File: config.mk
export PLATFORM = sky130hd
export DESIGN_NAME = nonce_scanner
export DESIGN_NICKNAME = d
export VERILOG_FILES = /design/src/rtl/nonce_scanner.sv
export SDC_FILE = /design/constraint.sdc
export NUM_CORES = 2
export LEC_CHECK = 0
export CELL_PAD_IN_SITES_DETAIL_PLACEMENT = 0
export CELL_PAD_IN_SITES_GLOBAL_PLACEMENT = 2
export CORE_AREA = 2 2 472 474
export DETAILED_ROUTE_END_ITERATION = 6
export DIE_AREA = 0 0 474 476
export GPL_ROUTABILITY_DRIVEN = 0
export PLACE_DENSITY_LB_ADDON = 0.2
export SYNTH_ARGS = -nofsm -noshare
export SYNTH_HDL_FRONTEND = slang
export SYNTH_SLANG_ARGS = --single-unit
File: constraint.sdc
create_clock -name clk -period 82.5 [get_ports clk]
set_clock_uncertainty 0.05 [all_clocks]
set_input_delay 24.75 -clock clk [delete_from_list [all_inputs] [get_ports clk]]
set_output_delay 24.75 -clock clk [all_outputs]
set_load 0.02 [all_outputs]
File: src/rtl/nonce_scanner.sv
//==============================================================================
// Module   : nonce_scanner
// Brief    : Control stage around a double-SHA-256 pipeline. Walks a 32-bit
//            nonce range issuing one padded second block per cycle, tags the
//            returning digests with their nonce, compares each against the
//            difficulty target and reports the first hit or range exhaustion.
// Revision : 1.0 - initial release
//==============================================================================
`default_nettype none

module nonce_scanner #(
    // Cycles from a block2 value being presented to its digest on hash_in (>= 1)
    parameter int PIPE_LATENCY = 130
) (
    input  logic         clk,
    input  logic         rst,
    input  logic         start,
    input  logic         stop,
    input  logic [0:95]  header_tail,
    input  logic [31:0]  nonce_start,
    input  logic [31:0]  nonce_end,
    input  logic [255:0] target,
    output logic [0:511] block2,
    input  logic [0:255] hash_in,
    output logic         busy,
    output logic         result_valid,
    output logic         result_hit,
    output logic [31:0]  result_nonce
);

    typedef enum logic [1:0] {
        S_IDLE   = 2'd0,
        S_RUN    = 2'd1,
        S_DRAIN  = 2'd2,
        S_REPORT = 2'd3
    } state_t;

    state_t                  r_state;
    logic [0:95]             r_hdr;
    logic [31:0]             r_issue;
    logic [31:0]             r_check;
    logic [31:0]             r_end;
    logic [255:0]            r_target;
    logic [PIPE_LATENCY-1:0] r_vp;
    logic [0:511]            r_block2;
    logic                    r_busy;
    logic                    r_rv;
    logic                    r_hit;
    logic [31:0]             r_res_nonce;

    logic [PIPE_LATENCY-1:0] w_vp_fill;
    logic [PIPE_LATENCY-1:0] w_vp_drain;
    logic [255:0]            w_hash_value;
    logic                    w_check;
    logic                    w_hit;

    // Second header block: tail words, nonce, SHA padding bit, length = 640 bits
    function automatic logic [0:511] build_block2(input logic [0:95] hdr,
                                                  input logic [31:0] nonce);
        return {hdr, nonce, 1'b1, 319'd0, 64'd640};
    endfunction

    // Valid-pipe next values for the issuing (shift in 1) and draining (shift in 0) cases
    generate
        if (PIPE_LATENCY == 1) begin : g_vp_single
            assign w_vp_fill  = 1'b1;
            assign w_vp_drain = 1'b0;
        end else begin : g_vp_multi
            assign w_vp_fill  = {r_vp[PIPE_LATENCY-2:0], 1'b1};
            assign w_vp_drain = {r_vp[PIPE_LATENCY-2:0], 1'b0};
        end
    endgenerate

    // Digest byte k lands at hash_value[8k+7:8k]: the digest read as a little-endian number
    generate
        for (genvar k = 0; k < 32; k++) begin : g_byte_rev
            assign w_hash_value[8*k +: 8] = hash_in[8*k +: 8];
        end
    endgenerate

    assign w_check = r_vp[PIPE_LATENCY-1];
    assign w_hit   = w_check && (w_hash_value <= r_target);

    // Scan controller: issue, check, drain and report with registered outputs
    always_ff @(posedge clk or posedge rst) begin
        if (rst) begin
            r_state     <= S_IDLE;
            r_hdr       <= '0;
            r_issue     <= '0;
            r_check     <= '0;
            r_end       <= '0;
            r_target    <= '0;
            r_vp        <= '0;
            r_block2    <= '0;
            r_busy      <= 1'b0;
            r_rv        <= 1'b0;
            r_hit       <= 1'b0;
            r_res_nonce <= '0;
        end else begin
            r_rv <= 1'b0;
            case (r_state)
                S_IDLE: begin
                    if (start) begin
                        r_hdr       <= header_tail;
                        r_end       <= nonce_end;
                        r_target    <= target;
                        r_issue     <= nonce_start;
                        r_check     <= nonce_start;
                        r_block2    <= build_block2(header_tail, nonce_start);
                        r_hit       <= 1'b0;
                        r_res_nonce <= '0;
                        r_vp        <= '0;
                        r_busy      <= 1'b1;
                        r_state     <= S_RUN;
                    end
                end
                S_RUN, S_DRAIN: begin
                    if (stop) begin
                        // Abort: stale in-flight digests must never be checked later
                        r_vp    <= '0;
                        r_busy  <= 1'b0;
                        r_state <= S_IDLE;
                    end else if (w_hit) begin
                        r_hit       <= 1'b1;
                        r_res_nonce <= r_check;
                        r_vp        <= '0;
                        r_busy      <= 1'b0;
                        r_rv        <= 1'b1;
                        r_state     <= S_REPORT;
                    end else begin
                        if (w_check) begin
                            r_check <= r_check + 32'd1;
                        end
                        if (r_state == S_RUN) begin
                            r_vp <= w_vp_fill;
                            if (r_issue == r_end) begin
                                r_state <= S_DRAIN;
                            end else begin
                                r_issue  <= r_issue + 32'd1;
                                r_block2 <= build_block2(r_hdr, r_issue + 32'd1);
                            end
                        end else begin
                            r_vp <= w_vp_drain;
                            // Last outstanding digest just checked without a hit
                            if (w_vp_drain == '0) begin
                                r_busy  <= 1'b0;
                                r_rv    <= 1'b1;
                                r_state <= S_REPORT;
                            end
                        end
                    end
                end
                S_REPORT: begin
                    r_state <= S_IDLE;
                end
                default: begin
                    r_state <= S_IDLE;
                end
            endcase
        end
    end

    assign block2       = r_block2;
    assign busy         = r_busy;
    assign result_valid = r_rv;
    assign result_hit   = r_hit;
    assign result_nonce = r_res_nonce;

endmodule

`default_nettype wire

# ---- Yosys cells after proc, flatten, opt, wreduce, memory -nomap -nowiden
# Cells that the tools add are included.
dict set report word_totals {
  output_inout_bits 547
  input_bits 676
  ff_bits 1127
  elab_cells 89
}
dict set report op_classes {
  order_cmp 1
  reduce_logical 12
  eq_ne 15
  muxes 47
  addsub 2
}
# cell n
set op_table {}
lappend op_table {{two-way mux 512 bit} 5}
lappend op_table {{one-hot mux 512 bit (2 select lines)} 1}
lappend op_table {{two-way mux 130 bit} 3}
lappend op_table {{two-way mux 32 bit} 11}
lappend op_table {{one-hot mux 130 bit (2 select lines)} 1}
lappend op_table {{less-or-equal comparator 256 bit} 1}
lappend op_table {{one-hot mux 32 bit (2 select lines)} 3}
lappend op_table {{logical NOT 130 bit} 1}
lappend op_table {{adder 32 x 1 -> 32 bit, second input constant} 2}
lappend op_table {{equality test 32 bit} 1}
lappend op_table {{two-way mux 1 bit} 14}
lappend op_table {{inequality test 2 bit, second input constant} 7}
lappend op_table {{two-way mux 2 bit} 6}
lappend op_table {{inequality test 5 bit, second input constant} 2}
lappend op_table {{inequality test 4 bit, second input constant} 2}
lappend op_table {{AND reduction 4 bit} 2}
lappend op_table {{one-hot mux 2 bit (3 select lines)} 1}
lappend op_table {{AND reduction 6 bit} 1}
lappend op_table {{AND reduction 5 bit} 1}
lappend op_table {{equality test 2 bit, second input constant} 2}
lappend op_table {{one-hot mux 1 bit (2 select lines)} 2}
lappend op_table {{AND reduction 2 bit} 2}
lappend op_table {{AND reduction 3 bit} 1}
lappend op_table {{equality test 2 x 1 -> 1 bit, second input constant} 1}
lappend op_table {{other kinds (4)} 4}

# ---- Longest topological paths before layout
dict set report depth {
  ltp_word 6
  mapped_depth 15
  mapped_depth_nobuf 11
}

# ---- Least setup slack after synthesis
# No wires, ideal clock.
dict set report synth_path {
  path_kind {input to register}
  start {input port hash_in[137] in the netlist's numbering}
  end {register r_res_nonce[10], in the netlist result_nonce[10]}
  stages 12
  setup_ns 0.125
  required_ns 82.325
  arrival_ns 27.768
  slack_ns 54.557
  n_path_buf 2
  cell_sequence {ha_1 nand4_1 or4_1 or4_4 nor4_4 and4_1 buf_2 nand2_1 o21ai_4 nand3_4 buf_6 mux2_4}
}
dict set report synth_via {
  elab_chain_cells 4
}
# element line_no
set synth_rtl {}
lappend synth_rtl {{start, declared} 24} ;# input logic [0:255] hash_in,
lappend synth_rtl {{less-or-equal comparator 256 bit} 82} ;# assign w_hit = w_check && (w_hash_value <= r_target);
lappend synth_rtl {{logical AND 1 bit} 82}
lappend synth_rtl {{inequality test 2 bit (no source line)} n/a}
lappend synth_rtl {{AND reduction 4 bit (no source line)} n/a}
lappend synth_rtl {{end signal, assigned} 125} ;# r_res_nonce <= r_check;
lappend synth_rtl {{end, declared} 49} ;# logic [31:0] r_res_nonce;
# Every way passes these cells.
# A chain may end at the register's enable or synchronous reset.

# ---- Worst setup path in the final report
dict set report layout_path {
  start {input port hash_in[136] in the netlist's numbering}
  end {register r_block2, in the netlist block2[87]}
}
dict set report layout_via {
  elab_chain_cells 4
}
# element line_no
set layout_rtl {}
lappend layout_rtl {{less-or-equal comparator 256 bit} 82}
lappend layout_rtl {{logical AND 1 bit} 82}
lappend layout_rtl {{inequality test 2 bit (no source line)} n/a}
lappend layout_rtl {{AND reduction 6 bit (no source line)} n/a}
lappend layout_rtl {{end signal, assigned} 109} ;# r_block2 <= build_block2(header_tail, nonce_start);
lappend layout_rtl {{end signal, assigned} 140} ;# r_block2 <= build_block2(r_hdr, r_issue + 32'd1);
lappend layout_rtl {{end, declared} 45} ;# logic [0:511] r_block2;
# Every way passes these cells.

==> results.md <==
- Via Count: approximately 31000
- Initial Util: 0.175
- R2r startpoint: r_target[143]
- Routed WL per cell: roughly 22 um
- Final Util: 0.236
- Synth Area in Adders: 0.0849
- Detail Route Antenna Nets: 0
- Layout Nets: between 5000 and 6000
- Share of cells above drive strength 1: 0.0453
- Min Tclk post-route: 30.93 ns
- Area grow syn2layout: 34.9%
- Yosys warning count: 0
- M1 WL: around 75000 um
- Max Clock Freq: between 30 and 40 MHz
- Worst skew pair latency: around 0.73 ns
- Cell Pwr Density: 34.3 nW/um2
- Kind of critical path: primary input to flop
- Data required, critical path: between 80 and 90 ns
- Power Total: about 1.8 mW
- CP Launch Type: primary input
- Total CTS buffers: just under 100
- First-pass GRT wire length: ~240000 um
- RSZ-0062 raised after global routing: no
- Port bufs: about 840
- Setup repair bufs after CTS: 0
- H-tree depth: 3
- Final Max Tran Viols: 0
- Setup TNS Final: 0 ns
- Vias/cell: between 3 and 4
- Critical path arrival: about 31 ns
- Post-cts resize count: 0
- Leak Pwr: 23.5 nW
- # setup viols final: 0
- Final Cell Area: 52100 um2
- Status: finished clean
- Netlist cell types: 76
- CTS clock-pin slew for the worst setup and hold paths: about 0.050 ns
- Clk sinks: about 700
- Mux share of post-synthesis cell area: 0.0379
- DR top layer: met5
- Final Hold Slack: around 0.42 ns
- Root Buffer: clkbuf_16
- Synth Area in XOR/XNOR: 0.00726
- Largest net degree at the start of global routing: ~180
- Critical path startpoint: hash_in[136]
- Reg-to-reg endpoint: block2[87]
- Core Area: around 220000 um2
- Post-synth ARST share: 1.00
- Met3 WL: approximately 13000 um
- HP Class: flop to flop
- Total Wirelength: 174000 um
- Vias in the first global route: between 30000 and 40000
- Metal2 WL: 80900 um
- # rows: roughly 170
- CP Capture Type: flop
- Sequential area share after synthesis: 0.461
- Flop2flop setup slack: ~76 ns
- DP Wirelength: between 100000 and 150000 um
- Synth Cell Area: just under 40000 um2
- Commonest non-fill, non-tap cells in the layout: 879 x nand2_1, 841 x clkdlybuf4s50_1, 712 x dfrtp_1
- Ys flop type: dfrtp_1
- Cts-stage hold buffer count: 0
- Remaining global-route overflow: 0
- Die span in x: around 470 um
- Worst-case vdd ir drop: 21.6 uV
- Slew margin rel.: 0.276
- Final period util: 0.375
- Commonest non-fill, non-tap cell in the layout: nand2_1
- Slew at the pin with the worst max-slew slack: between 1 and 1.5 ns
- Number of synthesized flops with an enable pin: 0
- Critical Path End: block2[87]
- Initial antenna violation count: 90
- Synth Instances: about 4200
- GRT Total Usage: 0.149
- # IOs: between 1000 and 1500
- Synthesized flop and latch total: roughly 710
- TritonCTS clock tree: yes
- Post-Synth Simple-Gate Area: 0.142
- Max-Cap Viols: 0
- Final hold vios: 0
- 1st-iter DRT viols: 1777
- Syn Area/Cell: slightly above 9 um2
- Drt pass-1 iters: 5
- Max Buffers Root-to-Sink: 3
- DRC Markers: 0
- Crit Path Max Fanout: a little under 90
- Worst reg2reg path depth: 13
- Placed Area: approximately 50000 um2
- Die height: 476 um
- Post-synthesis compound-gate area fraction: 0.142
- Largest family of logic cells by synthesized area: compound AO/OA/AOI/OAI gates
- Die area: ~230000 um2
-- synth_stat cells (4+ instances only) --
cell       number  area share
o21a_1          9      0.0017
a21oi_1       165       0.021
nand4_1        76       0.012
or3_1           9      0.0015
a22oi_1         4     0.00078
and2_1         34      0.0055
a211oi_1        9      0.0017
dfrtp_1       712        0.46
nor4_1         48      0.0078
o22ai_1         8      0.0013
inv_1         287       0.028
mux2i_1       107       0.028
nand2_1       880       0.086
a2bb2oi_1      10      0.0023
a221oi_1        9      0.0020
a221o_1         7      0.0018
nor2b_1         7      0.0011
o211ai_1       13      0.0025
buf_6          16      0.0047
o22a_1         28      0.0063
nor2_1         85      0.0083
nor3_1         19      0.0025
buf_2          12      0.0016
a31oi_1        27      0.0044
o21ai_1        23      0.0030
and3_1         13      0.0021
nand3_1        57      0.0074
a21o_1          9      0.0017
and4_1          7      0.0016
mux2_4         24      0.0093
xnor2_1        32      0.0073
o21ai_0       400       0.052
buf_4         393       0.076
buf_1           9     0.00087
a22o_1        130       0.029
ha_1          262       0.085
a2111oi_0       4     0.00091
clkbuf_1      138       0.013
nand2b_1        9      0.0015
o41ai_1         4     0.00091
-- critical path: stages --
cell	delay, ns
clkdlybuf4s50_1	0.41
ha_1	0.47
nand4_1	0.47
or4_1	0.70
or4_4	0.57
nor4_4	0.49
and4_1	0.50
nand3_1	0.19
o211ai_4	0.29
buf_4	0.80
buf_4	0.80
buf_4	0.65
o21ai_0	0.20
-- registers in the layout, summed over array words and instances, names as in the netlist --
signal / flops
r_hdr: 96
result_valid: 1
r_vp: 130
busy: 1
r_state: 2
r_check: 32
result_nonce: 32
result_hit: 1
block2: 98
r_target: 256
r_issue: 31
r_end: 32
-- cells by family (layout without fill, tap and decap cells) --
logic type / count (synthesis) / in the layout
flip-flops: 712 / 712
other: 1 / 406
adder cells (fa/ha/maj): 262 / 262
multiplexers: 134 / 134
AND/OR/NAND/NOR: 1264 / 1264
AO/OA/AOI/OAI: 890 / 890
buffers and inverters: 855 / 1334
XOR/XNOR: 32 / 32
-- stage by stage --
step                      instances  worst slack [ns]
after global placement         7809             50.84
after CTS                      7984             51.63
after floorplan                4530             37.73
after global routing           7999             51.18
final                          8009             51.57
after detailed placement       7809             50.78
-- worst min path at each step --
stage,start,endpoint,cells after the start
6_report,r_hdr[91],r_hdr[91],2
5_1_grt,r_hdr[36],r_hdr[36],2
4_1_cts,r_hdr[77],r_hdr[77],2
3_5_place_dp,r_hdr[77],r_hdr[77],2
3_3_place_gp,r_hdr[16],r_hdr[16],2
2_1_floorplan,r_hdr[0],r_hdr[0],2
-- layout make-up --
type,instances,area (um2)
antenna,25,62.6
timing repair buffer,872,8710
multi-input combinational,2963,17500
clock inverter,25,353
inverter,287,1080
clock buffer,150,2890
fill,24000,169000
tap,2975,3720
sequential,712,17800
-- per-layer routing --
metal	up-vias	track usage
met3	274	0.0476
li1	15000	-
met1	15000	0.189
met4	60	0.0455
met5	-	0
met2	929	0.241
-- power by group --
group          internal (mW)  switching, mW  total, mW
sequential             0.480         0.0766      0.556
clock                  0.254          0.183      0.436
combinational          0.289          0.507      0.796
Power figures use the tool's default switching activity.
